$ cat src/rtl/smg_digit_drive_if.sv
// Load/status/segment bus between the display controller and smg_digit_drive.
// Master drives value, strobe, dp and scan select; slave returns status and segments.
interface smg_digit_drive_if;
    logic [19:0] Bin_Data;
    logic        Load;
    logic [5:0]  Dp_Sig;
    logic [5:0]  Scan_Sig;
    logic        Busy;
    logic        Done;
    logic        Ovf;
    logic [7:0]  Seg_Sig;

    modport master (output Bin_Data, Load, Dp_Sig, Scan_Sig,
                    input  Busy, Done, Ovf, Seg_Sig);
    modport slave  (input  Bin_Data, Load, Dp_Sig, Scan_Sig,
                    output Busy, Done, Ovf, Seg_Sig);
endinterface

$ cat src/rtl/smg_digit_drive.sv
// Six-digit seven-segment data stage: 20-bit binary -> BCD (shift-add-3), atomic display commit,
// active-low segment drive for the scanned digit. Define SMG_LZB_EN for leading-zero blanking.
module smg_bcd_adj (
    input  logic [3:0] nib_i,
    output logic [3:0] nib_o
);
    assign nib_o = (nib_i >= 4'd5) ? nib_i + 4'd3 : nib_i;
endmodule

module smg_digit_drive (
    input  logic              CLK,
    input  logic              RSTn,
    smg_digit_drive_if.slave  bus
);
    localparam int          NUM_DIG = 6;
    localparam int          BIN_W   = 20;
    localparam int          BCD_W   = NUM_DIG * 4;
    localparam logic [19:0] MAX_VAL = 20'd999999;
    localparam logic [4:0]  LAST_IT = 5'd19;

    typedef enum logic {S_IDLE, S_SHIFT} state_e;

    state_e                      state_q;
    logic [BIN_W-1:0]            bin_q;
    logic [NUM_DIG-1:0][3:0]     bcd_q, bcd_adj, disp_q;
    logic [4:0]                  iter_q;
    logic                        busy_q, done_q, ovf_q;
    logic [7:0]                  seg_q, seg_d;
    logic [BCD_W+BIN_W-1:0]      shift_d;
    logic [2:0]                  sel;
    logic                        sel_vld;
    logic [NUM_DIG-1:0]          blank;

    for (genvar g = 0; g < NUM_DIG; g++) begin : g_adj
        smg_bcd_adj u_adj (.nib_i(bcd_q[g]), .nib_o(bcd_adj[g]));
    end

    assign shift_d = {bcd_adj, bin_q} << 1;

    // Converter works in private bcd_q/bin_q; disp_q only moves on the final iteration.
    always_ff @(posedge CLK or negedge RSTn) begin
        if (!RSTn) begin
            state_q <= S_IDLE;
            bin_q   <= '0;
            bcd_q   <= '0;
            disp_q  <= '0;
            iter_q  <= '0;
            busy_q  <= 1'b0;
            done_q  <= 1'b0;
            ovf_q   <= 1'b0;
        end else begin
            done_q <= 1'b0;
            case (state_q)
                S_IDLE: begin
                    if (bus.Load) begin
                        state_q <= S_SHIFT;
                        busy_q  <= 1'b1;
                        iter_q  <= '0;
                        bcd_q   <= '0;
                        if (bus.Bin_Data > MAX_VAL) begin
                            bin_q <= MAX_VAL;
                            ovf_q <= 1'b1;
                        end else begin
                            bin_q <= bus.Bin_Data;
                            ovf_q <= 1'b0;
                        end
                    end
                end
                S_SHIFT: begin
                    bcd_q  <= shift_d[BCD_W+BIN_W-1:BIN_W];
                    bin_q  <= shift_d[BIN_W-1:0];
                    iter_q <= iter_q + 5'd1;
                    if (iter_q == LAST_IT) begin
                        state_q <= S_IDLE;
                        busy_q  <= 1'b0;
                        done_q  <= 1'b1;
                        disp_q  <= shift_d[BCD_W+BIN_W-1:BIN_W];
                    end
                end
                default: state_q <= S_IDLE;
            endcase
        end
    end

    always_comb begin
        sel     = 3'd0;
        sel_vld = 1'b1;
        case (bus.Scan_Sig)
            6'b011111: sel = 3'd5;
            6'b101111: sel = 3'd4;
            6'b110111: sel = 3'd3;
            6'b111011: sel = 3'd2;
            6'b111101: sel = 3'd1;
            6'b111110: sel = 3'd0;
            default:   sel_vld = 1'b0;
        endcase
    end

`ifdef SMG_LZB_EN
    // Walk down from the leftmost digit; blank while every digit so far is zero. Digit 0 never blanks.
    always_comb begin
        logic lead;
        lead  = 1'b1;
        blank = '0;
        for (int k = NUM_DIG - 1; k > 0; k--) begin
            lead     = lead & (disp_q[k] == 4'd0);
            blank[k] = lead;
        end
    end
`else
    assign blank = '0;
`endif

    function automatic logic [6:0] seg7(input logic [3:0] d);
        case (d)
            4'd0:    return 7'h40;
            4'd1:    return 7'h79;
            4'd2:    return 7'h24;
            4'd3:    return 7'h30;
            4'd4:    return 7'h19;
            4'd5:    return 7'h12;
            4'd6:    return 7'h02;
            4'd7:    return 7'h78;
            4'd8:    return 7'h00;
            4'd9:    return 7'h10;
            default: return 7'h7F;
        endcase
    endfunction

    always_comb begin
        seg_d = 8'hFF;
        if (sel_vld) begin
            seg_d[7]   = ~bus.Dp_Sig[sel];
            seg_d[6:0] = blank[sel] ? 7'h7F : seg7(disp_q[sel]);
        end
    end

    always_ff @(posedge CLK or negedge RSTn) begin
        if (!RSTn) seg_q <= 8'hFF;
        else       seg_q <= seg_d;
    end

    assign bus.Busy    = busy_q;
    assign bus.Done    = done_q;
    assign bus.Ovf     = ovf_q;
    assign bus.Seg_Sig = seg_q;
endmodule

$ cat src/flat_wrapper.sv
// flat-port wrapper written by rule: the top's interface ports become plain ports
module smg_digit_drive_flat 
  (CLK, RSTn, bus_Bin_Data, bus_Load, bus_Dp_Sig, bus_Scan_Sig, bus_Busy, bus_Done, bus_Ovf, bus_Seg_Sig);
  smg_digit_drive_if bus_i ();
  input  logic CLK;
  input  logic RSTn;
  input wire logic [$bits(bus_i.Bin_Data)-1:0] bus_Bin_Data;
  input wire logic [$bits(bus_i.Load)-1:0] bus_Load;
  input wire logic [$bits(bus_i.Dp_Sig)-1:0] bus_Dp_Sig;
  input wire logic [$bits(bus_i.Scan_Sig)-1:0] bus_Scan_Sig;
  output wire logic [$bits(bus_i.Busy)-1:0] bus_Busy;
  output wire logic [$bits(bus_i.Done)-1:0] bus_Done;
  output wire logic [$bits(bus_i.Ovf)-1:0] bus_Ovf;
  output wire logic [$bits(bus_i.Seg_Sig)-1:0] bus_Seg_Sig;
  assign bus_i.Bin_Data = bus_Bin_Data;
  assign bus_i.Load = bus_Load;
  assign bus_i.Dp_Sig = bus_Dp_Sig;
  assign bus_i.Scan_Sig = bus_Scan_Sig;
  assign bus_Busy = bus_i.Busy;
  assign bus_Done = bus_i.Done;
  assign bus_Ovf = bus_i.Ovf;
  assign bus_Seg_Sig = bus_i.Seg_Sig;
  smg_digit_drive u_core (.CLK(CLK), .RSTn(RSTn), .bus(bus_i));
endmodule
$ cat config.mk
export PLATFORM = sky130hd
export DESIGN_NAME = smg_digit_drive_flat
export DESIGN_NICKNAME = d
export VERILOG_FILES = /design/src/rtl/smg_digit_drive_if.sv /design/src/rtl/smg_digit_drive.sv /design/src/flat_wrapper.sv
export SDC_FILE = /design/constraint.sdc
export NUM_CORES = 1
export LEC_CHECK = 0
export BUFFER_PORTS_ARGS = -buffer_cell sky130_fd_sc_hd__buf_2
export CAP_MARGIN = 10
export CORE_AREA = 4 4 96 98
export DETAILED_ROUTE_END_ITERATION = 8
export DIE_AREA = 0 0 100 102
export GPL_TIMING_DRIVEN = 1
export MAX_ROUTING_LAYER = met4
export PLACE_DENSITY = 0.77
export SLEW_MARGIN = 20
export SYNTH_ARGS = -nofsm -noshare
export SYNTH_HDL_FRONTEND = slang
export SYNTH_SLANG_ARGS = --single-unit
$ cat constraint.sdc
create_clock -name CLK -period 2 [get_ports CLK]
set_input_delay 0.4 -clock CLK [delete_from_list [all_inputs] [get_ports CLK]]
set_output_delay 0.4 -clock CLK [all_outputs]
set_load 0.03 [all_outputs]
==> summary.txt <==
Timing
  • Max Slew Vio Count: 0
  • Unrepaired setup endpoints after global routing: yes
  • Final Hold Fails: 0
  • Number of setup violations in the final report: 7
  • F_max: ~470 MHz
  • Clock Skews: roughly 0.0096 ns
  • Setup_tns: -0.901 ns
  • Post-route setup slack: -0.147 ns
  • Slew HR: 0.560
  • Final worst path period share: 1.07
  • Worst Tran Pin Value: approximately 0.66 ns
  • Tmin final: ~2.1 ns

Floorplan
  • Die W: ~100 um
  • Die height: between 100 and 150 um
  • Initial Util: 0.544
  • FP Rows: 34
  • Core ar.: 8470 sq um
  • Number of I/O pins: 46
  • Die area: 10,200 sq um

Clock tree
  • CTS tree: built
  • Clock slew at reported path FFs: roughly 0.090 ns
  • Clock Latency Late Sink: 0.35 ns
  • CTS H-tree depth: 3
  • Longest Clk Path Bufs: 2
  • Cts bufs inserted: 9
  • Root buf cell: clkbuf_8
  • CTS Sinks: 85

Route
  • Drt total wl: a little under 10,000 um
  • Antenna-violating nets left: 0
  • First-pass DRT Iterations: 4
  • Residual DRC: 0
  • Vias/cell: about 5.6
  • WL/cell: 15.4 um
  • DR iter-0 viols: about 140
  • Via Count: roughly 3,600

Synth
  • Post-Syn Nets: 505
  • Synth warnings: 0
  • EDFF count, synth: 0
  • Avg Inst Size Synth: between 10 and 15 sq um
  • Synth Register Bits: 85
  • Cell Area, Synth: about 4600 sq um
  • Synth cell count leaders: dfrtp_1, nand2_1, a21oi_1
  • Post-synth cell types: 46
  • Dominant synthesized flop cell: dfrtp_1
  • Most common cell in the netlist: dfrtp_1
  • Yosys top cell by area: dfrtp_1
  • Register area share after synthesis: 0.464
  • Top-area cell type share of the netlist area: 0.418
  • Synth top area cells: dfrtp_1, mux2i_1, dfstp_2
  • Async SR Flop Fraction: 1.00
  • Mapped Cells: between 400 and 500

Placement
  • IO Port Bufs: 45
  • DP HPWL: approximately 6500 um
  • DP Area: ~5000 sq um
  • GP Congestion: approximately 0.86

Critical path
  • Worst setup startpoint: bus_Scan_Sig[2]
  • Reg2reg setup slack: 0.14 ns
  • WP data required: ~2.3 ns
  • CP endpoint kind: flip-flop
  • Critical path arrival: roughly 2.4 ns
  • R2R depth: 5
  • CP Launch Type: primary input
  • R2R Path End: u_core.bus.Seg_Sig[1]
  • R2R Path Start: u_core.disp_q[5]
  • Worst-path maximum fanout: 6
  • Critical path type: primary input to flip-flop
  • Worst Setup EP: u_core.bus.Seg_Sig[4]

Outcome
  • Failing checks: negative setup slack
  • Status: finished with violations

Pwr
  • Power per cell area: around 1400 nW/um^2
  • Sequential power share: 0.389
  • Peak VDD IR: just over 0.8 mV
  • Design Power: 7750 uW
  • Sw power: ~3000 uW
  • Clk network pwr share: 0.159
  • Switching share of power: 0.392
  • Pint: 4710 uW
  • Gate power share: 0.451
  • Leakage power: around 0.0025 uW

Final layout
  • Layout area overhead: 19.3%
  • Register area: 2140 sq um
  • Area occupied by multi-input gates: about 2400 sq um
  • Share of cells above drive strength 1: 0.290
  • Layout net count: 570
  • # diodes: 0
  • # fillers: between 600 and 700
  • Final Instance Area: between 5000 and 6000 sq um

Worst hold path
  • Worst Hold Depth: 4
  • Hold WC Path Type: primary input to flip-flop

Global routing
  • Grt ovf: 0
  • Initial antenna violation count: 0
  • First-pass GRT wire length: 16,200 um
  • Total GRT Usage: 0.205
  • Largest net degree at the start of global routing: 91
  • Vias in the first global route: 3,581

Run
  • Max_cap viols: 0
## cells in the final DEF, fill, tap and decap left out, drive strengths merged, types with 13 or more instances in the layout
| master | n |
|---|---|
| mux2i | 22 |
| dfrtp | 77 |
| nor2 | 23 |
| o31ai | 13 |
| o21ai | 39 |
| nand2b | 31 |
| mux2 | 21 |
| a21oi | 36 |
| buf | 78 |
| ha | 16 |
| nand2 | 42 |
| inv | 23 |
## routing by layer
| layer | track usage | share of wire | up-vias |
|---|---|---|---|
| li1 | - | - | 1721 |
| met1 | 0.253 | 0.43 | 1730 |
| met2 | 0.330 | 0.50 | 84 |
| met3 | 0.0300 | 0.036 | 29 |
| met4 | 0.110 | 0.035 | 0 |
| met5 | - | 0 | - |
## per-stage QoR
stage          setup slack [ns]  hold WS (ns)  cells  utilization
4_1_cts                 -0.0682         0.318    631        0.645
3_5_place_dp             -0.563         0.376    605        0.604
5_1_grt                  -0.220         0.328    632        0.649
6_report                 -0.147         0.330    632        0.649
3_3_place_gp             -0.509         0.365    605        0.604
2_1_floorplan            -0.336         0.104    454            -
## cells by family after synthesis
| logic type | after synthesis | share of synthesized area |
|---|---|---|
| AOI/OAI and AO/OA | 113 | 0.141 |
| xor gates and xnor gates | 12 | 0.0228 |
| adders and majority gates | 16 | 0.0434 |
| buffers and inverters | 47 | 0.0437 |
| DFF | 85 | 0.464 |
| muxes | 50 | 0.133 |
| and+or+nand+nor | 131 | 0.152 |
## critical path: stages
cell,delay [ns]
buf_8,0.11
xnor2_4,0.15
nor3_4,0.23
buf_6,0.16
buf_6,0.10
mux2_1,0.33
mux4_2,0.57
a211oi_1,0.28
o21ai_1,0.10
## flip-flops by register name (all words and copies together) (netlist names)
signal              cells
u_core.bin_q           20
u_core.bus.Busy         1
u_core.bcd_q           24
u_core.iter_q           5
u_core.disp_q          24
u_core.bus.Seg_Sig      8
u_core.state_q          1
u_core.bus.Done         1
u_core.bus.Ovf          1
## power groups by stage
| stage | registers (uW) | logic (uW) | clock network (uW) |
|---|---|---|---|
| detailed placement | 3020 | 3260 | 0 |
| global placement | 2980 | 3090 | 0 |
| floorplan | 2910 | 2480 | 0 |
| CTS | 3000 | 3420 | 1260 |
| finish | 3010 | 3500 | 1230 |
| global route | 3100 | 3950 | 1340 |
## area by class of cell
type | count | area share
clock inverters | 5 | 0.0107
multi-input cells | 322 | 0.430
flip-flops and latches | 85 | 0.389
repair buffers | 79 | 0.104
inverters | 22 | 0.0155
well taps | 108 | 0.0246
clock buffers | 11 | 0.0257
## how the worst min path moves through the flow
stage             startpoint                    end  slack (ns)
5_1_grt             bus_Load        u_core.bin_q[0]        0.33
2_1_floorplan           RSTn        u_core.bcd_q[0]        0.10
3_5_place_dp            RSTn       u_core.bcd_q[23]        0.38
3_3_place_gp            RSTn       u_core.bcd_q[23]        0.36
4_1_cts        bus_Dp_Sig[2]  u_core.bus.Seg_Sig[7]        0.32
6_report       bus_Dp_Sig[2]  u_core.bus.Seg_Sig[7]        0.33
## repair_timing
item	in CTS	in global routing
hold endpoints to repair	22	0
pin swaps	10	5
resized for setup	20	7
setup endpoints to repair	7	7
hold buffers	1	0
setup buffers	9	1
(Power assumes the default switching activity.)
